File: config.mk
export PLATFORM = sky130hd
export DESIGN_NAME = bus_initiator_6502
export DESIGN_NICKNAME = d
export VERILOG_FILES = /design/src/rtl/bus_initiator_6502.sv
export SDC_FILE = /design/constraint.sdc
export NUM_CORES = 1
export LEC_CHECK = 0
export ABC_AREA = 1
export CORE_ASPECT_RATIO = 1.25
export CORE_UTILIZATION = 49
export DETAILED_ROUTE_END_ITERATION = 6
export DONT_BUFFER_PORTS = 1
export GPL_ROUTABILITY_DRIVEN = 1
export GPL_TIMING_DRIVEN = 0
export PLACE_DENSITY = 0.61
export SETUP_SLACK_MARGIN = 0.5
export SYNTH_ARGS = -nofsm -noshare
export SYNTH_HDL_FRONTEND = slang
export SYNTH_SLANG_ARGS = --single-unit
File: constraint.sdc
create_clock -name clk -period 1.45 [get_ports clk]
set_input_delay 0.2175 -clock clk [delete_from_list [all_inputs] [get_ports clk]]
set_output_delay 0.2175 -clock clk [all_outputs]
set_load 0.005 [all_outputs]
File: src/rtl/bus_initiator_6502.sv
// ---------------------------------------------------------------------------
// bus_initiator_6502
//
// Bus master for an external 6502-style bus. The module derives a
// free-running PHI2 from the system clock and runs at most one read or write
// per bus cycle. Transactions come from a valid/ready request port that has a
// single holding slot. Read data is returned on a one-clock response strobe.
//
// One bus cycle is PHI1_CYCLES clocks with PHI2 low, followed by PHI2_CYCLES
// clocks with PHI2 high. Address, RW and write data change on the "launch"
// edge, one clock after PHI2 falls, so the far side gets one clock of hold.
//
// Ports
//   clk          system clock; all logic updates on its rising edge
//   rst_n        asynchronous active-low reset
//   req_valid    request present
//   req_ready    holding slot is empty
//   req_rw       request direction, 1 = read, 0 = write
//   req_addr     request address
//   req_wdata    request write data
//   rsp_valid    one-clock pulse: rsp_rdata holds new read data
//   rsp_rdata    read data captured from the bus on the PHI2 falling edge
//   PHI2         bus phase-2 clock
//   RW           bus read/write, 1 = read
//   A            bus address
//   D_out        bus write data
//   D_oe         tristate enable for D_out
//   D_in         bus read data
//   cycle_valid  current bus cycle carries a real transaction
// ---------------------------------------------------------------------------
module bus_initiator_6502 #(
  parameter int PHI1_CYCLES = 4,
  parameter int PHI2_CYCLES = 4
) (
  input  logic        clk,
  input  logic        rst_n,
  input  logic        req_valid,
  output logic        req_ready,
  input  logic        req_rw,
  input  logic [15:0] req_addr,
  input  logic [7:0]  req_wdata,
  output logic        rsp_valid,
  output logic [7:0]  rsp_rdata,
  output logic        PHI2,
  output logic        RW,
  output logic [15:0] A,
  output logic [7:0]  D_out,
  output logic        D_oe,
  input  logic [7:0]  D_in,
  output logic        cycle_valid
);

  localparam int T  = PHI1_CYCLES + PHI2_CYCLES;
  localparam int CW = (T > 1) ? $clog2(T) : 1;

  // Phase-counter values that identify each edge of interest. The value
  // named here is the count *before* the edge.
  localparam logic [CW-1:0] CNT_LAUNCH   = '0;                  // 0 -> 1
  localparam logic [CW-1:0] CNT_RISE_PRE = CW'(PHI1_CYCLES - 1); // -> PHI1_CYCLES
  localparam logic [CW-1:0] CNT_LAST     = CW'(T - 1);           // -> 0
  localparam logic [CW-1:0] CNT_PHI2_LO  = CW'(PHI1_CYCLES);

  // -------------------------------------------------------------------------
  // Phase counter and PHI2
  // -------------------------------------------------------------------------
  logic [CW-1:0] r_cnt;
  logic [CW-1:0] w_cnt_next;
  logic          w_phi2_next;
  logic          r_phi2;

  assign w_cnt_next  = (r_cnt == CNT_LAST) ? '0 : r_cnt + 1'b1;
  // PHI2 is registered and decoded from the count being entered, so it lines
  // up exactly with cnt in PHI1_CYCLES..T-1.
  assign w_phi2_next = (w_cnt_next >= CNT_PHI2_LO);

  always_ff @(posedge clk or negedge rst_n) begin
    if (!rst_n) begin
      r_cnt  <= '0;
      r_phi2 <= 1'b0;
    end else begin
      r_cnt  <= w_cnt_next;
      r_phi2 <= w_phi2_next;
    end
  end

  logic w_launch_edge;
  logic w_rise_edge;
  logic w_fall_edge;

  assign w_launch_edge = (r_cnt == CNT_LAUNCH);
  assign w_rise_edge   = (r_cnt == CNT_RISE_PRE);
  assign w_fall_edge   = (r_cnt == CNT_LAST);

  // -------------------------------------------------------------------------
  // Request holding slot
  // -------------------------------------------------------------------------
  logic        r_pending;
  logic        r_pend_rw;
  logic [15:0] r_pend_addr;
  logic [7:0]  r_pend_wdata;

  logic w_handshake;
  logic w_launch_pending;
  logic w_launch_bypass;
  logic w_capture;

  // Ready is the inverse of a register, so it carries no combinational path
  // from any input.
  assign req_ready   = !r_pending;
  assign w_handshake = req_valid && !r_pending;

  // A pending entry always launches before anything newly accepted. With an
  // empty slot, a request accepted on the launch edge goes straight onto the
  // bus and never occupies the slot.
  assign w_launch_pending = w_launch_edge && r_pending;
  assign w_launch_bypass  = w_launch_edge && !r_pending && w_handshake;
  assign w_capture        = w_handshake && !w_launch_bypass;

  always_ff @(posedge clk or negedge rst_n) begin
    if (!rst_n) begin
      r_pending    <= 1'b0;
      r_pend_rw    <= 1'b1;
      r_pend_addr  <= 16'hFFFF;
      r_pend_wdata <= 8'h00;
    end else begin
      if (w_launch_pending) begin
        r_pending <= 1'b0;
      end
      // Capture comes last so a (theoretical) coincidence with a pending
      // launch leaves the new request pending.
      if (w_capture) begin
        r_pending    <= 1'b1;
        r_pend_rw    <= req_rw;
        r_pend_addr  <= req_addr;
        r_pend_wdata <= req_wdata;
      end
    end
  end

  // -------------------------------------------------------------------------
  // Launch mux: slot contents when pending, otherwise the live request
  // -------------------------------------------------------------------------
  logic        w_do_launch;
  logic        w_sel_rw;
  logic [15:0] w_sel_addr;
  logic [7:0]  w_sel_wdata;

  assign w_do_launch = w_launch_pending || w_launch_bypass;
  assign w_sel_rw    = r_pending ? r_pend_rw    : req_rw;
  assign w_sel_addr  = r_pending ? r_pend_addr  : req_addr;
  assign w_sel_wdata = r_pending ? r_pend_wdata : req_wdata;

  // -------------------------------------------------------------------------
  // Bus address / direction / data
  // -------------------------------------------------------------------------
  logic        r_rw;
  logic [15:0] r_addr;
  logic [7:0]  r_dout;
  logic        r_cycle_valid;

  always_ff @(posedge clk or negedge rst_n) begin
    if (!rst_n) begin
      r_rw          <= 1'b1;
      r_addr        <= 16'hFFFF;
      r_dout        <= 8'h00;
      r_cycle_valid <= 1'b0;
    end else if (w_launch_edge) begin
      if (w_do_launch) begin
        r_rw          <= w_sel_rw;
        r_addr        <= w_sel_addr;
        r_dout        <= w_sel_wdata;
        r_cycle_valid <= 1'b1;
      end else begin
        // Idle cycle: A and D_out keep their last values to avoid needless
        // toggling; RW parks at read so nothing on the bus gets written.
        r_rw          <= 1'b1;
        r_cycle_valid <= 1'b0;
      end
    end
  end

  // -------------------------------------------------------------------------
  // Data output enable: from PHI2 rise until one clock after PHI2 falls
  // -------------------------------------------------------------------------
  logic r_doe;

  always_ff @(posedge clk or negedge rst_n) begin
    if (!rst_n) begin
      r_doe <= 1'b0;
    end else if (w_launch_edge) begin
      r_doe <= 1'b0;
    end else if (w_rise_edge && r_cycle_valid && !r_rw) begin
      r_doe <= 1'b1;
    end
  end

  // -------------------------------------------------------------------------
  // Read capture on the PHI2 falling edge
  // -------------------------------------------------------------------------
  logic       r_rsp_valid;
  logic [7:0] r_rsp_rdata;
  logic       w_read_done;

  assign w_read_done = w_fall_edge && r_cycle_valid && r_rw;

  always_ff @(posedge clk or negedge rst_n) begin
    if (!rst_n) begin
      r_rsp_valid <= 1'b0;
      r_rsp_rdata <= 8'h00;
    end else begin
      r_rsp_valid <= w_read_done;
      if (w_read_done) begin
        r_rsp_rdata <= D_in;
      end
    end
  end

  // -------------------------------------------------------------------------
  // Outputs
  // -------------------------------------------------------------------------
  assign PHI2        = r_phi2;
  assign RW          = r_rw;
  assign A           = r_addr;
  assign D_out       = r_dout;
  assign D_oe        = r_doe;
  assign cycle_valid = r_cycle_valid;
  assign rsp_valid   = r_rsp_valid;
  assign rsp_rdata   = r_rsp_rdata;

endmodule

==> impl_metrics.json <==
{
  "status": "complete, but fails checks",
  "violations": "DRC, hold timing",
  "place_congestion": 0.719,
  "synthTopCellsByArea": "nand2_1 (32%), dfstp_2 (31%), dfrtp_1 (27%)",
  "cts_buffers": 9,
  "synth_cell_type_count": 16,
  "nFillCells": 457,
  "reg2reg_slack_ns": 0.14,
  "clockBufferDepth": 2,
  "relSlewSlack_pct": 81.9,
  "placed_cell_area_um2": 3030,
  "tightest_slew_ns": 0.270,
  "syn2layout_area_growth_pct": 32.9,
  "crit_path_end": "r_pend_addr[0]$_DFFE_PN1P_",
  "crit_chain": "inv_2 > ha_4 > inv_2 > nor2_4 > nor2_4 > buf_6 > nand2_1 > nand2_1",
  "antenna_found_initial": 0,
  "slowest_delay_ns": 0.39,
  "synth-seq-cells": 65,
  "setup_viol": 0,
  "dieArea_um2": 6220,
  "postLayoutCellArea_um2": 3850,
  "grt-ovfl-total": 0,
  "most-common-layout-cells": "nand2_1 (219), dfstp_2 (34), dlygate4sd3_1 (32)",
  "htreeDepth": 3,
  "max_cap_viol_count": 0,
  "cts.sinks": 65,
  "syn_area_um2": 2900,
  "r2r-start": "r_cnt[0]$_DFF_PN0_",
  "dp_hpwl_um": 3920,
  "endpoint_kind": "flip-flop",
  "drive_gt1_share_pct": 31.1,
  "final_common_cell": "nand2_1",
  "ant_nets": 0,
  "first_pass_iters": 6,
  "r2r_end": "r_pend_addr[0]$_DFFE_PN1P_",
  "cts-root-buf": "clkbuf_8",
  "p_per_area_nw_per_um2": 1130,
  "total_leakage_power_nw": 1.98,
  "yosys_warnings": 0,
  "die_w_um": 70.8,
  "nNetsFinal": 459,
  "critPathRequiredTime_ns": 1.72,
  "via_per_inst": 4.89,
  "hold_viol_final": 65,
  "rr_worst_depth": 8,
  "startpoint": "r_cnt[0]$_DFF_PN0_",
  "routedWlPerCell_um": 13.9,
  "cpMaxStageDelayCell": "dfrtp_1",
  "yosysTopAreaCell": "nand2_1",
  "finClkSkew_ns": 0.0103,
  "yosysSeqAreaShare_pct": 57.6,
  "grt_start_max_net_pins": 66,
  "fin_setup_tns_ns": 0,
  "fin_worst_hold_slack_ns": -0.435,
  "clkLatencyLatePin_ns": 0.34,
  "port_buffers": 0,
  "multi_input_area_um2": 1230,
  "critPathMaxFanout": 6,
  "grt_pass1_wl_um": 11100,
  "rsz0062_at_grt": "true",
  "vdd_ir_drop_max_mv": 0.772,
  "cts_hold_buffers": 32,
  "grt_usage_pct": 23.3,
  "period_needed_ns": 1.31,
  "critPathArrivalTime_ns": 1.58,
  "finalWirelength_um": 6780,
  "drv_slew": 0,
  "seqCellArea_um2": 1670,
  "drcViolationCount": 8,
  "synth_top_area_share_pct": 32.3,
  "drtIter0Drc": 136,
  "synth_nets": 397,
  "fp.dieH_um": 88.0,
  "cts_tree": "yes",
  "start_util_pct": 52.1,
  "grt_pass1_vias": 2315,
  "synth_area_per_cell_um2": 8.11,
  "synth_cells": 357,
  "final_util_pct": 69.3,
  "fin_crit_sh_pct": 90.1,
  "worstHoldPathType": "in2async",
  "coreArea_um2": 5560,
  "vias": 2387,
  "clkSlewWorstSetupHoldPaths_ns": 0.07,
  "io_pins": 74,
  "fmax_mhz": 766,
  "path_class": "reg2reg",
  "n_antenna_cell": 0,
  "critPathLaunchType": "flip-flop",
  "rows": 30
}
[report_power, final]
part / total, W / leakage, nW / switching (W) / internal (W)
logic: 0.000405 / 1.14 / 0.000197 / 0.000207
clock network: 0.00157 / 0.103 / 0.000686 / 0.000885
registers: 0.00236 / 0.738 / 0.000182 / 0.00218
total: 0.00433 / 1.98 / 0.00107 / 0.00327
[synth_stat cells, drive strengths merged]
cell / instances
nor2: 10
ha: 4
buf: 13
nand3: 2
clkinv: 1
dfstp: 34
nand2: 252
a21oi: 1
dfrtp: 31
inv: 9
[routing by layer]
layer | GRT usage (%) | vias to the layer above | routed length (µm)
li1 | - | 1196 | -
met1 | 28.3 | 1116 | 2920
met2 | 40.1 | 64 | 3340
met3 | 5.41 | 11 | 388
met4 | 9.82 | 0 | 123
met5 | 0 | - | 0
[worst min path at each step]
stage,start,endpoint,cells past startpoint,slack [ns]
3_3_place_gp,rst_n,D_out[2]$_DFFE_PN0P_,0,-0.08
5_1_grt,rst_n,D_out[4]$_DFFE_PN0P_,0,-0.45
6_report,rst_n,D_out[3]$_DFFE_PN0P_,0,-0.44
3_5_place_dp,rst_n,D_out[3]$_DFFE_PN0P_,0,-0.08
2_1_floorplan,rst_n,D_oe$_DFFE_PN0P_,0,-0.08
4_1_cts,rst_n,D_out[3]$_DFFE_PN0P_,0,-0.45
[cells by family (layout without fill, tap and decap cells)]
family	after synthesis	count (layout)	share of synthesized area, %
compound gates	1	1	0.173
flops	65	65	57.6
simple gates	264	264	35.9
fa+ha+maj	4	4	1.73
buf+inv	23	90	4.54
[state kept, by name (all words and copies together), names as in the netlist]
| name | flops |
|---|---|
| rsp_rdata | 8 |
| r_pend_wdata | 8 |
| A | 16 |
| r_cnt | 3 |
| r_pend_addr | 16 |
| D_oe | 1 |
| D_out | 8 |
| r_pending | 1 |
| rsp_valid | 1 |
| cycle_valid | 1 |
| r_pend_rw | 1 |
| RW | 1 |
[final cells by class]
cell class                 instances  share of cell area, %
multi-input combinational        269                   32.0
tap                               64                   2.08
sequential                        65                   43.4
timing repair buffer              50                   12.6
buffer                            13                   3.12
inverter                          10                   1.30
clock inverter                     3                   1.04
clock buffer                      13                   4.13
timing repair inverter             1                  0.228
[critical path, delay by kind of cell, from the launching register on]
| family | cells | cell delay (ns) |
|---|---|---|
| flops | 1 | 0.39 |
| fa+ha+maj | 1 | 0.17 |
| buf+inv | 3 | 0.29 |
| simple gates | 4 | 0.40 |
[per-stage QoR]
step	worst slack, ns	cells	hold slack (ns)	total power, W
2_1_floorplan	0.223	357	-0.0781	0.00259
3_3_place_gp	0.102	421	-0.0767	0.00265
3_5_place_dp	0.0880	421	-0.0768	0.00267
4_1_cts	0.160	482	-0.447	0.00433
5_1_grt	0.0736	488	-0.450	0.00451
6_report	0.144	488	-0.435	0.00433
[timing repair]
| item | CTS | global route |
|---|---|---|
| buffers inserted | 9 | 5 |
| resized for setup | 32 | 20 |
| pin swaps | 22 | 13 |
| endpoints found under the hold margin | 97 | 65 |
| setup endpoints to repair | 102 | 102 |
| gates cloned | 4 | 1 |
No activity file was read; power rests on OpenSTA's default activity.
